===== src/rtl/di_host_arbiter_pkg.sv =====
// Shared types and field widths for the two-master DI host arbiter.
// Holds the arbiter state encoding and the round-robin pick helper.
package di_host_arbiter_pkg;

  localparam int DI_TERM_W   = 16;
  localparam int DI_ADDR_W   = 32;
  localparam int DI_LEN_W    = 32;
  localparam int DI_STATUS_W = 16;
  localparam int DI_WDOG_W   = 16;

  typedef enum logic [1:0] {
    ARB_IDLE    = 2'd0,
    ARB_GRANT0  = 2'd1,
    ARB_GRANT1  = 2'd2,
    ARB_RELEASE = 2'd3
  } arb_state_e;

  // Round-robin choice when the bus is free: on contention the requester that
  // did not own the bus last time wins.
  function automatic arb_state_e arb_pick(input logic req0, input logic req1,
                                          input logic last_grant);
    arb_state_e pick;
    pick = ARB_IDLE;
    if (req0 && req1)  pick = last_grant ? ARB_GRANT0 : ARB_GRANT1;
    else if (req0)     pick = ARB_GRANT0;
    else if (req1)     pick = ARB_GRANT1;
    return pick;
  endfunction

endpackage


===== src/rtl/di_arb_watchdog.sv =====
// Grant watchdog for di_host_arbiter; only built when DI_ARB_TIMEOUT_EN is defined.
// Counts granted cycles without DI activity and flags expiry on the last one.
`ifdef DI_ARB_TIMEOUT_EN
module di_arb_watchdog
  import di_host_arbiter_pkg::*;
#(
  parameter int TIMEOUT_CYCLES = 65535
) (
  input  logic ifclk,
  input  logic resetb,
  input  logic active,
  input  logic kick,
  output logic expire
);

  localparam logic [DI_WDOG_W-1:0] LAST_CNT = DI_WDOG_W'(TIMEOUT_CYCLES - 1);

  logic [DI_WDOG_W-1:0] cnt_q, cnt_d;

  always_comb begin
    cnt_d = cnt_q;
    if (!active || kick) cnt_d = '0;
    else                 cnt_d = cnt_q + 1'b1;
  end

  // Expiry is combinational so the arbiter releases on the limit cycle itself.
  assign expire = active && !kick && (cnt_q == LAST_CNT);

  always_ff @(posedge ifclk or negedge resetb) begin
    if (!resetb) cnt_q <= '0;
    else         cnt_q <= cnt_d;
  end

endmodule
`endif


===== src/rtl/di_host_arbiter.sv =====
// Round-robin arbiter sharing one DI terminal bus between two host masters.
// Optional grant watchdog enabled by defining DI_ARB_TIMEOUT_EN.
module di_host_arbiter
  import di_host_arbiter_pkg::*;
#(
  parameter int DI_DATA_WIDTH  = 32,
  parameter int TIMEOUT_CYCLES = 65535
) (
  input  logic                     ifclk,
  input  logic                     resetb,
  // requester 0
  input  logic [DI_TERM_W-1:0]     h0_term_addr,
  input  logic [DI_ADDR_W-1:0]     h0_reg_addr,
  input  logic [DI_LEN_W-1:0]      h0_len,
  input  logic                     h0_read_mode,
  input  logic                     h0_read_req,
  input  logic                     h0_read,
  input  logic                     h0_write_mode,
  input  logic                     h0_write,
  input  logic [DI_DATA_WIDTH-1:0] h0_reg_datai,
  output logic                     h0_read_rdy,
  output logic                     h0_write_rdy,
  output logic [DI_DATA_WIDTH-1:0] h0_reg_datao,
  output logic [DI_STATUS_W-1:0]   h0_transfer_status,
  output logic                     h0_grant,
  output logic                     h0_timeout,
  // requester 1
  input  logic [DI_TERM_W-1:0]     h1_term_addr,
  input  logic [DI_ADDR_W-1:0]     h1_reg_addr,
  input  logic [DI_LEN_W-1:0]      h1_len,
  input  logic                     h1_read_mode,
  input  logic                     h1_read_req,
  input  logic                     h1_read,
  input  logic                     h1_write_mode,
  input  logic                     h1_write,
  input  logic [DI_DATA_WIDTH-1:0] h1_reg_datai,
  output logic                     h1_read_rdy,
  output logic                     h1_write_rdy,
  output logic [DI_DATA_WIDTH-1:0] h1_reg_datao,
  output logic [DI_STATUS_W-1:0]   h1_transfer_status,
  output logic                     h1_grant,
  output logic                     h1_timeout,
  // DI bus
  output logic [DI_TERM_W-1:0]     di_term_addr,
  output logic [DI_ADDR_W-1:0]     di_reg_addr,
  output logic [DI_LEN_W-1:0]      di_len,
  output logic                     di_read_mode,
  output logic                     di_read_req,
  output logic                     di_read,
  output logic                     di_write_mode,
  output logic                     di_write,
  output logic [DI_DATA_WIDTH-1:0] di_reg_datai,
  input  logic                     di_read_rdy,
  input  logic                     di_write_rdy,
  input  logic [DI_DATA_WIDTH-1:0] di_reg_datao,
  input  logic [DI_STATUS_W-1:0]   di_transfer_status
);

  arb_state_e state_q, state_d;
  logic       last_grant_q, last_grant_d;
  logic       grant0_q, grant0_d;
  logic       grant1_q, grant1_d;
  logic       pend0_q, pend0_d;
  logic       pend1_q, pend1_d;

  logic [1:0] raw_req;
  logic [1:0] eff_req;
  logic       wd_expire;

  assign raw_req = {h1_read_mode | h1_write_mode, h0_read_mode | h0_write_mode};

`ifdef DI_ARB_TIMEOUT_EN
  logic [1:0] block_q, block_d;
  logic [1:0] tmo_q, tmo_d;
  logic [1:0] req_prev_q, req_prev_d;
  logic       wd_kick;

  assign wd_kick = di_read | di_write | di_read_rdy | di_write_rdy;

  di_arb_watchdog #(
    .TIMEOUT_CYCLES (TIMEOUT_CYCLES)
  ) u_watchdog (
    .ifclk  (ifclk),
    .resetb (resetb),
    .active (grant0_q | grant1_q),
    .kick   (wd_kick),
    .expire (wd_expire)
  );

  // A timed-out requester is locked out until it drops its request; its flag
  // stays up until the request rises again.
  always_comb begin
    block_d    = block_q;
    tmo_d      = tmo_q;
    req_prev_d = raw_req;
    for (int n = 0; n < 2; n++) begin
      if (raw_req[n] && !req_prev_q[n]) tmo_d[n] = 1'b0;
      if (!raw_req[n])                  block_d[n] = 1'b0;
    end
    if (wd_expire && grant0_q) begin tmo_d[0] = 1'b1; block_d[0] = 1'b1; end
    if (wd_expire && grant1_q) begin tmo_d[1] = 1'b1; block_d[1] = 1'b1; end
  end

  always_ff @(posedge ifclk or negedge resetb) begin
    if (!resetb) begin
      block_q    <= '0;
      tmo_q      <= '0;
      req_prev_q <= '0;
    end else begin
      block_q    <= block_d;
      tmo_q      <= tmo_d;
      req_prev_q <= req_prev_d;
    end
  end

  assign eff_req    = raw_req & ~block_q;
  assign h0_timeout = tmo_q[0];
  assign h1_timeout = tmo_q[1];
`else
  assign wd_expire  = 1'b0;
  assign eff_req    = raw_req;
  assign h0_timeout = 1'b0;
  assign h1_timeout = 1'b0;
`endif

  // NOTE: every signal assigned in an always_comb gets a default first, so no
  // path through the case leaves it unassigned and no latch is inferred.
  always_comb begin
    state_d      = state_q;
    last_grant_d = last_grant_q;
    unique case (state_q)
      // RELEASE drives the bus idle for its one cycle but already arbitrates,
      // so a waiting master owns the bus two cycles after the owner dropped.
      ARB_IDLE, ARB_RELEASE: state_d = arb_pick(eff_req[0], eff_req[1], last_grant_q);
      ARB_GRANT0: if (!eff_req[0] || wd_expire) begin
        state_d      = ARB_RELEASE;
        last_grant_d = 1'b0;
      end
      ARB_GRANT1: if (!eff_req[1] || wd_expire) begin
        state_d      = ARB_RELEASE;
        last_grant_d = 1'b1;
      end
      default: state_d = ARB_IDLE;
    endcase

    grant0_d = (state_d == ARB_GRANT0);
    grant1_d = (state_d == ARB_GRANT1);

    // A read_req seen while waiting is held for replay on the first granted
    // cycle; dropping the request before the grant discards it.
    pend0_d = 1'b0;
    if (state_q != ARB_GRANT0 && raw_req[0]) pend0_d = pend0_q | h0_read_req;
    pend1_d = 1'b0;
    if (state_q != ARB_GRANT1 && raw_req[1]) pend1_d = pend1_q | h1_read_req;
  end

  // NOTE: sequential state uses non-blocking assignments so every flop samples
  // the pre-edge value of every other flop, independent of statement order.
  always_ff @(posedge ifclk or negedge resetb) begin
    if (!resetb) begin
      state_q      <= ARB_IDLE;
      last_grant_q <= 1'b1;
      grant0_q     <= 1'b0;
      grant1_q     <= 1'b0;
      pend0_q      <= 1'b0;
      pend1_q      <= 1'b0;
    end else begin
      state_q      <= state_d;
      last_grant_q <= last_grant_d;
      grant0_q     <= grant0_d;
      grant1_q     <= grant1_d;
      pend0_q      <= pend0_d;
      pend1_q      <= pend1_d;
    end
  end

  assign h0_grant = grant0_q;
  assign h1_grant = grant1_q;

  always_comb begin
    di_term_addr  = '0;
    di_reg_addr   = '0;
    di_len        = '0;
    di_read_mode  = 1'b0;
    di_read_req   = 1'b0;
    di_read       = 1'b0;
    di_write_mode = 1'b0;
    di_write      = 1'b0;
    di_reg_datai  = '0;
    if (grant0_q) begin
      di_term_addr  = h0_term_addr;
      di_reg_addr   = h0_reg_addr;
      di_len        = h0_len;
      di_read_mode  = h0_read_mode;
      di_read_req   = h0_read_req | pend0_q;
      di_read       = h0_read;
      di_write_mode = h0_write_mode;
      di_write      = h0_write;
      di_reg_datai  = h0_reg_datai;
    end else if (grant1_q) begin
      di_term_addr  = h1_term_addr;
      di_reg_addr   = h1_reg_addr;
      di_len        = h1_len;
      di_read_mode  = h1_read_mode;
      di_read_req   = h1_read_req | pend1_q;
      di_read       = h1_read;
      di_write_mode = h1_write_mode;
      di_write      = h1_write;
      di_reg_datai  = h1_reg_datai;
    end
  end

  // The waiting master stalls because its ready flags stay low.
  assign h0_read_rdy        = grant0_q & di_read_rdy;
  assign h0_write_rdy       = grant0_q & di_write_rdy;
  assign h0_reg_datao       = grant0_q ? di_reg_datao : '0;
  assign h0_transfer_status = grant0_q ? di_transfer_status : '0;
  assign h1_read_rdy        = grant1_q & di_read_rdy;
  assign h1_write_rdy       = grant1_q & di_write_rdy;
  assign h1_reg_datao       = grant1_q ? di_reg_datao : '0;
  assign h1_transfer_status = grant1_q ? di_transfer_status : '0;

endmodule

===== config.mk =====
export PLATFORM = sky130hd
export DESIGN_NAME = di_host_arbiter
export DESIGN_NICKNAME = d
export VERILOG_FILES = /design/src/rtl/di_host_arbiter_pkg.sv /design/src/rtl/di_arb_watchdog.sv /design/src/rtl/di_host_arbiter.sv
export SDC_FILE = /design/constraint.sdc
export NUM_CORES = 1
export LEC_CHECK = 0
export BUFFER_PORTS_ARGS = -buffer_cell sky130_fd_sc_hd__clkbuf_2
export CORE_AREA = 2 2 196 198
export CTS_BUF_LIST = sky130_fd_sc_hd__clkbuf_16
export DETAILED_ROUTE_END_ITERATION = 12
export DIE_AREA = 0 0 198 200
export SYNTH_ARGS = -nofsm -noshare
export SYNTH_HDL_FRONTEND = slang
export SYNTH_SLANG_ARGS = --single-unit

===== constraint.sdc =====
create_clock -name ifclk -period 3.9 [get_ports ifclk]
set_input_delay 0.975 -clock ifclk [delete_from_list [all_inputs] [get_ports ifclk]]
set_output_delay 0.975 -clock ifclk [all_outputs]
set_load 0.02 [all_outputs]

# After elaboration in Yosys (flattened, before gate mapping)
# Cells that the tools add are included.
# word_totals
regBits,7
# op_classes
eq_ne,9
n_mux,34
bitwise_logic,8
reduce_logical,7
# ops
operator,n
$mux 32,8
$mux 16,4
$mux 1,14
$mux 2,6
$eq 2x2->1 const B,3
$ne 2x2->1 const B,3
$pmux 2 s3,1
$and 1x1->1,4
$eq 2x1->1 const B,2
$or 1x1->1,4
$logic_and 1x1->1,3
$reduce_and 3->1,1
$logic_not 2->1,1
$ne 2x1->1 const B,1
$pmux 1 s2,1
$reduce_bool 2->1,1
$reduce_or 2->1,1

# Depth between registers and ports, before layout
# Gate-level depths: netlist of run 1.
# logic_depth
depth_word,6
mapped_depth,7
mapped_depth_nobuf,5

# Least setup slack after synthesis of run 1
# No wires, ideal clock.
# synth_path
path_kind,input-to-output
from,input h1_term_addr[12]
to,output di_term_addr[12]
arrival_ns,1.504
t_required_ns,2.925
setup_slack_ns,1.421
cell_stages,2
path_cell_list,nand2_1 -> o21ai_0
# synth_via
elab_chain_cells,2
# synth_lines
item,line_no,text
from (decl),di_host_arbiter.sv:28,"input logic [DI_TERM_W-1:0] h1_term_addr,"
$mux 16,di_host_arbiter.sv:200,end else if (grant1_q) begin
$mux 16,di_host_arbiter.sv:190,if (grant0_q) begin
to (decl),di_host_arbiter.sv:44,"output logic [DI_TERM_W-1:0] di_term_addr,"
# No other way between the ends.

# Worst setup path after layout of run 1
# layout_path
from,"register grant0_q, in the netlist h0_grant"
to,output di_len[4]
# layout_via
elab_chain_cells,1
# layout_lines
item,line_no,text
from (decl),di_host_arbiter.sv:61,"logic grant0_q, grant0_d;"
from (signal assigned),di_host_arbiter.sv:170,grant0_q <= grant0_d;
$mux 32,di_host_arbiter.sv:190,
to (decl),di_host_arbiter.sv:46,"output logic [DI_LEN_W-1:0] di_len,"
# No other way between the ends.

==> results of run 1 <==
## final timing paths
kind / to / slack (ns) / cells past startpoint
setup / recovery: di_len[4] / 0.77 / 4
min in group asynchronous: state_q[1] / 0.58 / 1
hold reg to reg: last_grant_q / 0.53 / 1
hold / removal: last_grant_q / 0.53 / 1
max in group asynchronous: last_grant_q / 3.09 / 1
setup reg to reg: h1_grant / 2.60 / 5
## sequential cells by signal, summed over array words and instances, names as in the netlist
register	cells
h0_grant	1
state_q	2
pend1_q	1
last_grant_q	1
h1_grant	1
pend0_q	1
## synthesized netlist by cell type (2+ instances only)
| library cell | count |
|---|---|
| clkbuf_1 | 21 |
| a21boi_0 | 2 |
| a22oi_1 | 2 |
| dfrtp_1 | 6 |
| inv_1 | 3 |
| buf_4 | 4 |
| ha_1 | 2 |
| buf_2 | 8 |
| nor3_1 | 3 |
| o21ai_0 | 7 |
| nand2_1 | 5 |
| nor2_1 | 6 |
| and2_1 | 100 |
| a22o_1 | 114 |
| buf_6 | 6 |
## area by class of cell
class	count	area, µm²
tap	511	639
multi-input combinational	251	1840
inverter	3	11.3
antenna	3	7.51
sequential	7	180
timing repair buffer	507	2570
clock inverter	1	3.75
fill	4278	32100
clock buffer	3	75.1
## worst reg2reg max path, stage by stage (launching register included)
cell	delay, ns
dfrtp_1	0.39
inv_1	0.06
ha_1	0.36
inv_1	0.11
nand3b_1	0.08
o32ai_1	0.21
## logic make-up after synthesis
family                     after synthesis  share of synthesized area (%)
AOI/OAI and AO/OA                      129                           49.0
and+or+nand+nor                        118                           31.7
other                                    1                          0.168
DFF                                      7                           7.90
buffers and inverters                   42                           10.2
adders and majority gates                2                           1.12
## routing by layer
| layer | GRT usage, % | routed length, µm |
|---|---|---|
| met1 | 6.53 | 5110 |
| met2 | 10.0 | 7130 |
| met3 | 0.420 | 1230 |
| met4 | 3.62 | 808 |
| met5 | 0 | 0 |
## metrics by stage
step / cell area (µm²) / util (%) / std cells
finish: 5330 / 14.2 / 1286
global route: 5330 / 14.2 / 1286
CTS: 5320 / 14.2 / 1283
detailed placement: 5240 / 14.0 / 1279
global placement: 5240 / 14.0 / 1279
floorplan: 2240 / - / 300
## where the power goes
group	total (mW)	internal, mW	switching [mW]
clock network	0.169	0.133	0.0363
registers	0.263	0.114	0.149
logic	3.63	1.35	2.28
==> metrics.md, run 1 <==
| Metric | Value |
|---|---|
| Setup Viol. Count Final | 0 |
| DRT iter0 DRCs | 158 |
| Worst path required time | 2.92 ns |
| Nets | 1,061 |
| Setup WS post-layout | 0.774 ns |
| Drt total wl | about 14,000 µm |
| Minimum clock period | 3.13 ns |
| Post-synthesis register bit count | 7 |
| Post-Place Worst Slack | 0.975 ns |
| Largest net degree at the start of global routing | roughly 120 |
| Post-synth EDFFs | 0 |
| Die Wd | 198 µm |
| Fin crit share | between 80% and 90% |
| Tot Pwr | 4.06 mW |
| Setup crit start | h0_grant |
| Headroom to the max-slew limit | between 40% and 50% |
| Top cells by area, synth | a22o_1 (45%), and2_1 (28%), dfrtp_1 (6.7%) |
| Post-CTS Setup Inserts | 0 |
| Worst-path cell chain | nor2b_4 -> buf_12 -> a22o_1 -> clkbuf_2 |
| Hold_buf cts | 0 |
| VDD IR-drop max | 0.398 mV |
| Clock transition at path regs | 0.04 ns |
| TritonCTS buffer count | 3 |
| Gpl congestion | 0.760 |
| Antenna-violating nets left | 0 |
| Worst path slowest cell | dfrtp_4 |
| RSZ-0062 raised after global routing | false |
| Run status | complete, no violations |
| Pwr dens | around 760 mW/mm² |
| Worst R2R Start | state_q[0] |
| Layout cell share with drive strength beyond 1 | between 60% and 70% |
| Max clock buf depth | 2 |
| Clk Latency, worst-skew pair | ~0.23 ns |
| Max-Cap Viols | 0 |
| Initial Util | under 10% |
| Worst setup skew after layout | ~0.0024 ns |
| PostCTS Resize Cnt | 0 |
| First drt pass iteration count | 4 |
| DPL Wire Length | 12,400 µm |
| H-tree Lvls | 1 |
| Synthesis-to-finish area growth | 139% |
| Drc violations | 0 |
| Full die area | 0.0396 mm² |
| WP data arrival | about 2.2 ns |
| Initial antenna violation count | 3 |
| Global-route wire length before repair | 17,600 µm |
| Leak pwr | 3.15 nW |
| Post-synth ARST share | 100% |
| Clk sink count | 7 |
| Core Box Area | 0.0374 mm² |
| Mapped Cells | ~300 |
| Sequential area share after synthesis | under 10% |
| CP Buf/Inv Count | 2 |
| CTS root buffer | clkbuf_16 |
| Number of global-route vias before repair | around 3,500 |
| Die extent in y | 200 µm |
| Cell Rows | 71 |
| Synthesized area | 0.00223 mm² |
| Commonest non-fill, non-tap cell in the layout | clkbuf_2 |
| Worst Setup Start Kind | flip-flop |
| Final Hold Viols | 0 |
| CTS tree | built |
| Hold Path Class | reg -> reg |
| Synth warn | 0 |
| Cell family with most CP delay | flip-flops |
| Port bufs | 504 |
| Distinct cells, synth | 25 |
| Share of the synthesized area in the top cell type | 44.7% |
| Routed len/inst | 11.1 µm |
| Critical path type | reg -> out |
| Vias | 4,334 |
| Vias per inst | 3.37 |
| Most frequent cells in the layout | clkbuf_2 (504), a22o_1 (114), and2_1 (100), o21ai_0 (7), nor2_1 (6) |
| Post-synth top area cell | a22o_1 |
| All-layer global routing usage | 5.63% |
| Hold Slack | 0.531 ns |
| Setup TNS | 0 ns |
| Grt ovf | 0 |
| CP peak stage delay | between 0.7 and 0.8 ns |
| Worst-margin pin slew | a little under 0.9 ns |
| Post-synthesis area per instance | between 7 and 8 µm² |
| Hold Crit Start | last_grant_q |
| Crit-path max FO | 115 |
| Synth Flop Type | dfrtp_1 |
| Fmax | 0.320 GHz |
| IO Pins | 507 |
| Final max-slew violation count | 0 |
| Crit. End Element | primary output |
No activity file was read; power rests on OpenSTA's default activity.
==> run 2: changes to the inputs <==
--- a/config.mk
+++ b/config.mk
@@ -6,10 +6,10 @@
 export NUM_CORES = 1
 export LEC_CHECK = 0
 export BUFFER_PORTS_ARGS = -buffer_cell sky130_fd_sc_hd__clkbuf_2
-export CORE_AREA = 2 2 196 198
+export CORE_AREA = 2 2 200 202
 export CTS_BUF_LIST = sky130_fd_sc_hd__clkbuf_16
 export DETAILED_ROUTE_END_ITERATION = 12
-export DIE_AREA = 0 0 198 200
+export DIE_AREA = 0 0 202 204
 export SYNTH_ARGS = -nofsm -noshare
 export SYNTH_HDL_FRONTEND = slang
 export SYNTH_SLANG_ARGS = --single-unit
==> constraint.sdc (replaced) <==
create_clock -name ifclk -period 3.17 [get_ports ifclk]
set_input_delay 0.7925 -clock ifclk [delete_from_list [all_inputs] [get_ports ifclk]]
set_output_delay 0.7925 -clock ifclk [all_outputs]
set_load 0.02 [all_outputs]
==> run 2 against run 1 <==
  * Worst setup slack lost 0.22 ns
  * Utilization shrank 0.43 points
  * Critical path type unchanged
  * Wire length grew 25%
  * Clock-buffer cell count is the same
  * Highest routed layer unchanged
  * First-iteration DRC count grew 97%
==> metrics.md, run 2 (synthesis results as in run 1) <==
| Metric | Value |
|---|---|
| Reg2Reg Setup Slack | 1.78 ns (-0.82 ns) |
| DRT iter0 DRCs | 311 (+97%) |
| Synthesis-to-finish area growth | 142% |
| Critical path type | reg -> out |
| Nets | 1,062 (+0.094%) |
| Worst-path cell chain | nor2b_4 -> buf_12 -> a22o_1 -> clkbuf_2 |
| Headroom to the max-slew limit | 52.7% (+11 points) |
| Vias | 4,362 (+0.65%) |
| Commonest non-fill, non-tap cell in the layout | clkbuf_2 |
| Max clock buf depth | 2 (unchanged) |
| Run status | complete, no violations |
| Met2 usage | 11.2% (+1.2 points) |
| PostCTS Resize Cnt | 0 (unchanged) |
| Grt met3 use | 0.941% (+0.52 points) |
| Hold_buf cts | 0 (unchanged) |
| Drc violations | 0 (unchanged) |
| Core Box Area | 0.0392 mm² (+4.8%) |
| Grt ovf | 0 (unchanged) |
| Crit. End Element | primary output |
| Setup Viol. Count Final | 0 (unchanged) |
| Worst Setup Start Kind | flip-flop |
| Cell Rows | 73 (+2.8%) |
| Fin crit share | approximately 82% |
| Largest register FFs | 2 (unchanged) |
| Vias per inst | 3.35 (-0.59%) |
| Hold Path Class | in -> async |
| Largest net degree at the start of global routing | 171 (+47%) |
| Max-Cap Viols | 0 (unchanged) |
| Clock transition at path regs | 0.04 ns (about the same) |
| Routed len/inst | 13.7 µm (+23%) |
| Die Wd | 202 µm (+2.0%) |
| All-layer global routing usage | 7.37% (+1.7 points) |
| Drt total wl | 17,800 µm (+25%) |
| WP data arrival | 1.82 ns (-0.33 ns) |
| Worst setup skew after layout | 0.00193 ns (-0.000501 ns) |
| Leak pwr | 3.18 nW (+0.70%) |
| Layout Utilization | 13.8% (-0.43 points) |
| Minimum clock period | ~2.6 ns |
| Global-route wire length before repair | 22,900 µm (+30%) |
| DPL Wire Length | 15,500 µm (+25%) |
| TritonCTS buffer count | 3 (unchanged) |
| Initial Util | 5.70% (-0.27 points) |
| Layout cell share with drive strength beyond 1 | 66.6% (about the same) |
| Post-CTS Setup Inserts | 0 (unchanged) |
| Initial antenna violation count | 6 (+3) |
| CP peak stage delay | 0.49 ns (-0.25 ns) |
| Reg2reg path depth | 5 (unchanged) |
| Setup TNS | 0 ns (unchanged) |
| First drt pass iteration count | 4 (unchanged) |
| Worst path required time | 2.38 ns (-0.54 ns) |
| Final max-slew violation count | 0 (unchanged) |
| GR met1 Demand/Resource | 10.9% (+4.3 points) |
| Worst r2r dst | h1_grant |
| Pwr dens | 960 mW/mm² (+26%) |
| Final Hold Viols | 0 (unchanged) |
| IO Pins | 507 (unchanged) |
| Number of global-route vias before repair | 3,640 (+3.0%) |
| Worst path slowest cell | dfrtp_4 |
| GRT Max-Usage Layer | met2 |
| CTS root buffer | clkbuf_16 |
| H-tree Lvls | 1 (unchanged) |
| Clk Latency, worst-skew pair | 0.23 ns (about the same) |
| VDD IR-drop max | 0.554 mV (+39%) |
| Fmax | 0.383 GHz |
| Crit-path max FO | 86 (-25%) |
| Clk sink count | 7 (unchanged) |
| Gpl congestion | 0.769 (+1.2%) |
| CTS tree | built |
| Port bufs | 504 (unchanged) |
| Worst-margin pin slew | 0.710 ns (-0.166 ns) |
| Full die area | 0.0412 mm² (+4.1%) |
| Largest register by flop count | state_q |
| Worst R2R Start | state_q[0] |
| Most frequent cells in the layout | clkbuf_2 (500), a22o_1 (114), and2_1 (100), o21ai_0 (7) |
| RSZ-0062 raised after global routing | false |
| Die extent in y | 204 µm (+2.0%) |
| Antenna-violating nets left | 0 (unchanged) |
==> run 2: cell types whose count changed in the layout (fill, tap and decap cells not counted), sizes merged <==
cell,delta
buf,+5
clkbuf,-4
diode,+1
==> run 2: worst max-delay path, delay by kind of cell (launching register included) <==
kind            cells  cell delay [ns]
compound gates      1             0.29
buf+inv             2             0.49
flops               1             0.49
simple gates        1             0.19
==> run 2: area by class of cell <==
class	instances	area (µm²)
antenna	4	10.0
sequential	7	180
multi-input combinational	251	1840
clock inverter	1	3.75
inverter	3	11.3
fill	4442	33800
timing repair buffer	508	2640
tap	525	657
clock buffer	3	75.1
==> run 2: stage by stage <==
stage / total power, mW / instance area (µm²) / hold WS [ns] / setup WS [ns] / std cells
2_1_floorplan: 3.37 / 2240 / 0.490 / 0.928 / 300
3_3_place_gp: 4.97 / 5330 / 0.519 / 0.818 / 1294
3_5_place_dp: 5.01 / 5330 / 0.527 / 0.799 / 1294
4_1_cts: 5.23 / 5410 / 0.404 / 0.550 / 1298
5_1_grt: 5.53 / 5420 / 0.410 / 0.478 / 1302
6_report: 5.20 / 5420 / 0.402 / 0.558 / 1302
==> run 2: metal layers <==
layer / vias up / part of all wire [%]
met5: - / 0
met3: 14 / 7.3
met1: 2025 / 45
met2: 260 / 45
li1: 2063 / -
met4: 0 / 2.2
==> run 2: how the worst max path moves through the flow <==
stage          slack [ns]               end  cells after the start      from
5_1_grt              0.48        di_len[24]                      4  h0_grant
2_1_floorplan        0.93  di_term_addr[12]                      4  h0_grant
3_3_place_gp         0.82        di_len[24]                      4  h0_grant
6_report             0.56        di_len[24]                      4  h0_grant
4_1_cts              0.55        di_len[24]                      4  h0_grant
3_5_place_dp         0.80        di_len[24]                      4  h0_grant
==> run 2: power breakdown <==
part	switching [mW]	internal (mW)	total, mW
Sequential	0.0367	0.143	0.180
Clock	0.0487	0.164	0.213
Combinational	3.06	1.75	4.80
==> run 3: changes to the inputs <==
==> constraint.sdc (replaced) <==
create_clock -name ifclk -period 2.7 [get_ports ifclk]
set_input_delay 0.675 -clock ifclk [delete_from_list [all_inputs] [get_ports ifclk]]
set_output_delay 0.675 -clock ifclk [all_outputs]
set_load 0.02 [all_outputs]
==> run 3 against run 2 <==
  * Clock-buffer cell count stayed put
  * Clock skew hardly changed
  * Wire length is 0.53% lower
  * Sequential share of layout area hardly changed
  * Critical path depth is 1 lower
  * Worst setup slack worse by 0.41 ns
  * Flip-flop and latch count stayed put
  * Hold slack worse by 0.13 ns
  * First-iteration DRC count is 10% lower
  * Die area stayed put
  * Clock power is 16% higher
  * Non-clock buffer count stayed put
==> metrics.md, run 3 (synthesis results as in run 1) <==
| Metric | Value |
|---|---|
| Number of global-route vias before repair | 3,680 (+1.1%) |
| Cell Rows | 73 (unchanged) |
| GRT Max-Usage Layer | met2 |
| Setup WS post-layout | 0.150 ns (-0.408 ns) |
| Full die area | 0.0412 mm² (unchanged) |
| Vias per inst | 3.29 (-1.8%) |
| Nets | 1,062 (unchanged) |
| Clk Latency, worst-skew pair | 0.23 ns (about the same) |
| Largest net degree at the start of global routing | 171 (unchanged) |
| Initial Util | 5.70% (unchanged) |
| TritonCTS buffer count | 3 (unchanged) |
| Fill cells | 4,463 (+0.47%) |
| Grt met3 use | 1.93% (+0.99 points) |
| Die Wd | 202 µm (unchanged) |
| Pwr dens | 1130 mW/mm² (+18%) |
| Cell count after placement | 1,294 (unchanged) |
| Worst path required time | 2.03 ns (-0.35 ns) |
| Worst R2R Start | state_q[0] |
| IO Pins | 507 (unchanged) |
| Reg2Reg Setup Slack | 1.37 ns (-0.41 ns) |
| Initial antenna violation count | 5 (-1) |
| Fmax | 0.392 GHz |
| Non-filler instance count after layout | 1,300 (-0.15%) |
| Seq. cell area | 180 µm² (unchanged) |
| DRT iter0 DRCs | 280 (-10%) |
| Drt total wl | 17,700 µm (-0.53%) |
| Critical path type | reg -> out |
| Hold Path Class | in -> async |
| Final max-slew violation count | 0 (unchanged) |
| Setup crit start | h0_grant |
| Hold_buf cts | 0 (unchanged) |
| Port bufs | 504 (unchanged) |
| Synthesis-to-finish area growth | 142% (about the same) |
| Clk sink count | 7 (unchanged) |
| Max clock buf depth | 2 (unchanged) |
| Fin crit share | 94.4% |
| Die extent in y | 204 µm (unchanged) |
| Routed len/inst | 13.6 µm (-0.38%) |
| Setup Viol. Count Final | 0 (unchanged) |
| Gpl congestion | 0.768 (-0.20%) |
| VDD IR-drop max | 0.605 mV (+9.1%) |
| Antenna-violating nets left | 0 (unchanged) |
| Global-route wire length before repair | 23,100 µm (+0.54%) |
| Largest register FFs | 2 (unchanged) |
| Core Box Area | 0.0392 mm² (unchanged) |
| Setup TNS | 0 ns (unchanged) |
| Worst Setup Start Kind | flip-flop |
| Post-Place Worst Slack | 0.457 ns (-0.342 ns) |
| Drc violations | 0 (unchanged) |
| Minimum clock period | 2.55 ns |
| Run status | complete, no violations |
| Headroom to the max-slew limit | 39.5% (-13 points) |
| GR met1 Demand/Resource | 10.3% (-0.53 points) |
| PostCTS Resize Cnt | 0 (unchanged) |
| All-layer global routing usage | 7.40% (+0.034 points) |
| Layout cell share with drive strength beyond 1 | 66.6% (unchanged) |
| WP data arrival | 1.88 ns (+0.06 ns) |
| CTS root buffer | clkbuf_16 |
| Worst r2r dst | h1_grant |
| Vias | 4,275 (-2.0%) |
| Most frequent cells in the layout | clkbuf_2 (500), a22o_1 (114), and2_1 (100), o21ai_0 (7) |
| Largest register by flop count | state_q |
| Max-Cap Viols | 0 (unchanged) |
| Clock transition at path regs | 0.04 ns (about the same) |
| Crit-path max FO | 170 (+98%) |
| RSZ-0062 raised after global routing | false |
| Commonest non-fill, non-tap cell in the layout | clkbuf_2 |
| Crit. End Element | primary output |
| Worst setup skew after layout | 0.00231 ns (+0.000381 ns) |
| Met2 usage | 11.6% (+0.36 points) |
| DPL Wire Length | 15,500 µm (-0.11%) |
| Reg2reg path depth | 5 (unchanged) |
| CP endpoint | di_reg_datai[1] |
| H-tree Lvls | 1 (unchanged) |
| Leak pwr | 3.18 nW (about the same) |
| Worst-margin pin slew | 0.907 ns (+0.197 ns) |
| Multi-input logic area | 0.00184 mm² (unchanged) |
| Final Hold Viols | 0 (unchanged) |
| Post-CTS Setup Inserts | 0 (unchanged) |
| First drt pass iteration count | 4 (unchanged) |
| Grt ovf | 0 (unchanged) |
| CTS tree | built |
run 3: critical path: stages, from the launching register on:
cell	delay [ns]
dfrtp_4	0.43
buf_12	0.34
a22o_1	0.34
clkbuf_2	0.20
run 3: area by class of cell:
| class | count | area share, % |
|---|---|---|
| clock inverters | 1 | 0.0694 |
| clock buffers | 3 | 1.39 |
| well taps | 525 | 12.1 |
| multi-input cells | 251 | 34.0 |
| flip-flops and latches | 7 | 3.33 |
| diodes | 2 | 0.0925 |
| inverters | 3 | 0.208 |
| repair buffers | 508 | 48.8 |
run 3: metrics by stage:
stage	total power, mW	hold WS [ns]	utilization (%)	area (µm²)
final	6.11	0.276	13.8	5410
after global routing	6.51	0.288	13.8	5410
after global placement	5.82	0.520	13.6	5330
after floorplan	3.95	0.379	-	2240
after detailed placement	5.88	0.525	13.6	5330
after CTS	6.15	0.281	13.8	5410
run 3: layer usage:
metal / part of all wire, % / vias up
met5: 0.073 / -
met4: 1.0 / 2
met3: 9.7 / 10
met2: 46 / 250
met1: 43 / 1946
li1: - / 2067
run 3: report_power, final:
part	switching (mW)	internal, mW
Clock	0.0557	0.193
Sequential	0.0424	0.168
Combinational	3.60	2.05
run 3: how the worst min path moves through the flow:
stage / startpoint / end / slack (ns) / cells past startpoint
after floorplan: resetb / h0_grant / 0.38 / 0
after global placement: last_grant_q / last_grant_q / 0.52 / 1
after detailed placement: resetb / state_q[1] / 0.53 / 1
after CTS: resetb / state_q[1] / 0.28 / 1
after global routing: resetb / state_q[1] / 0.29 / 1
final: resetb / state_q[1] / 0.28 / 1
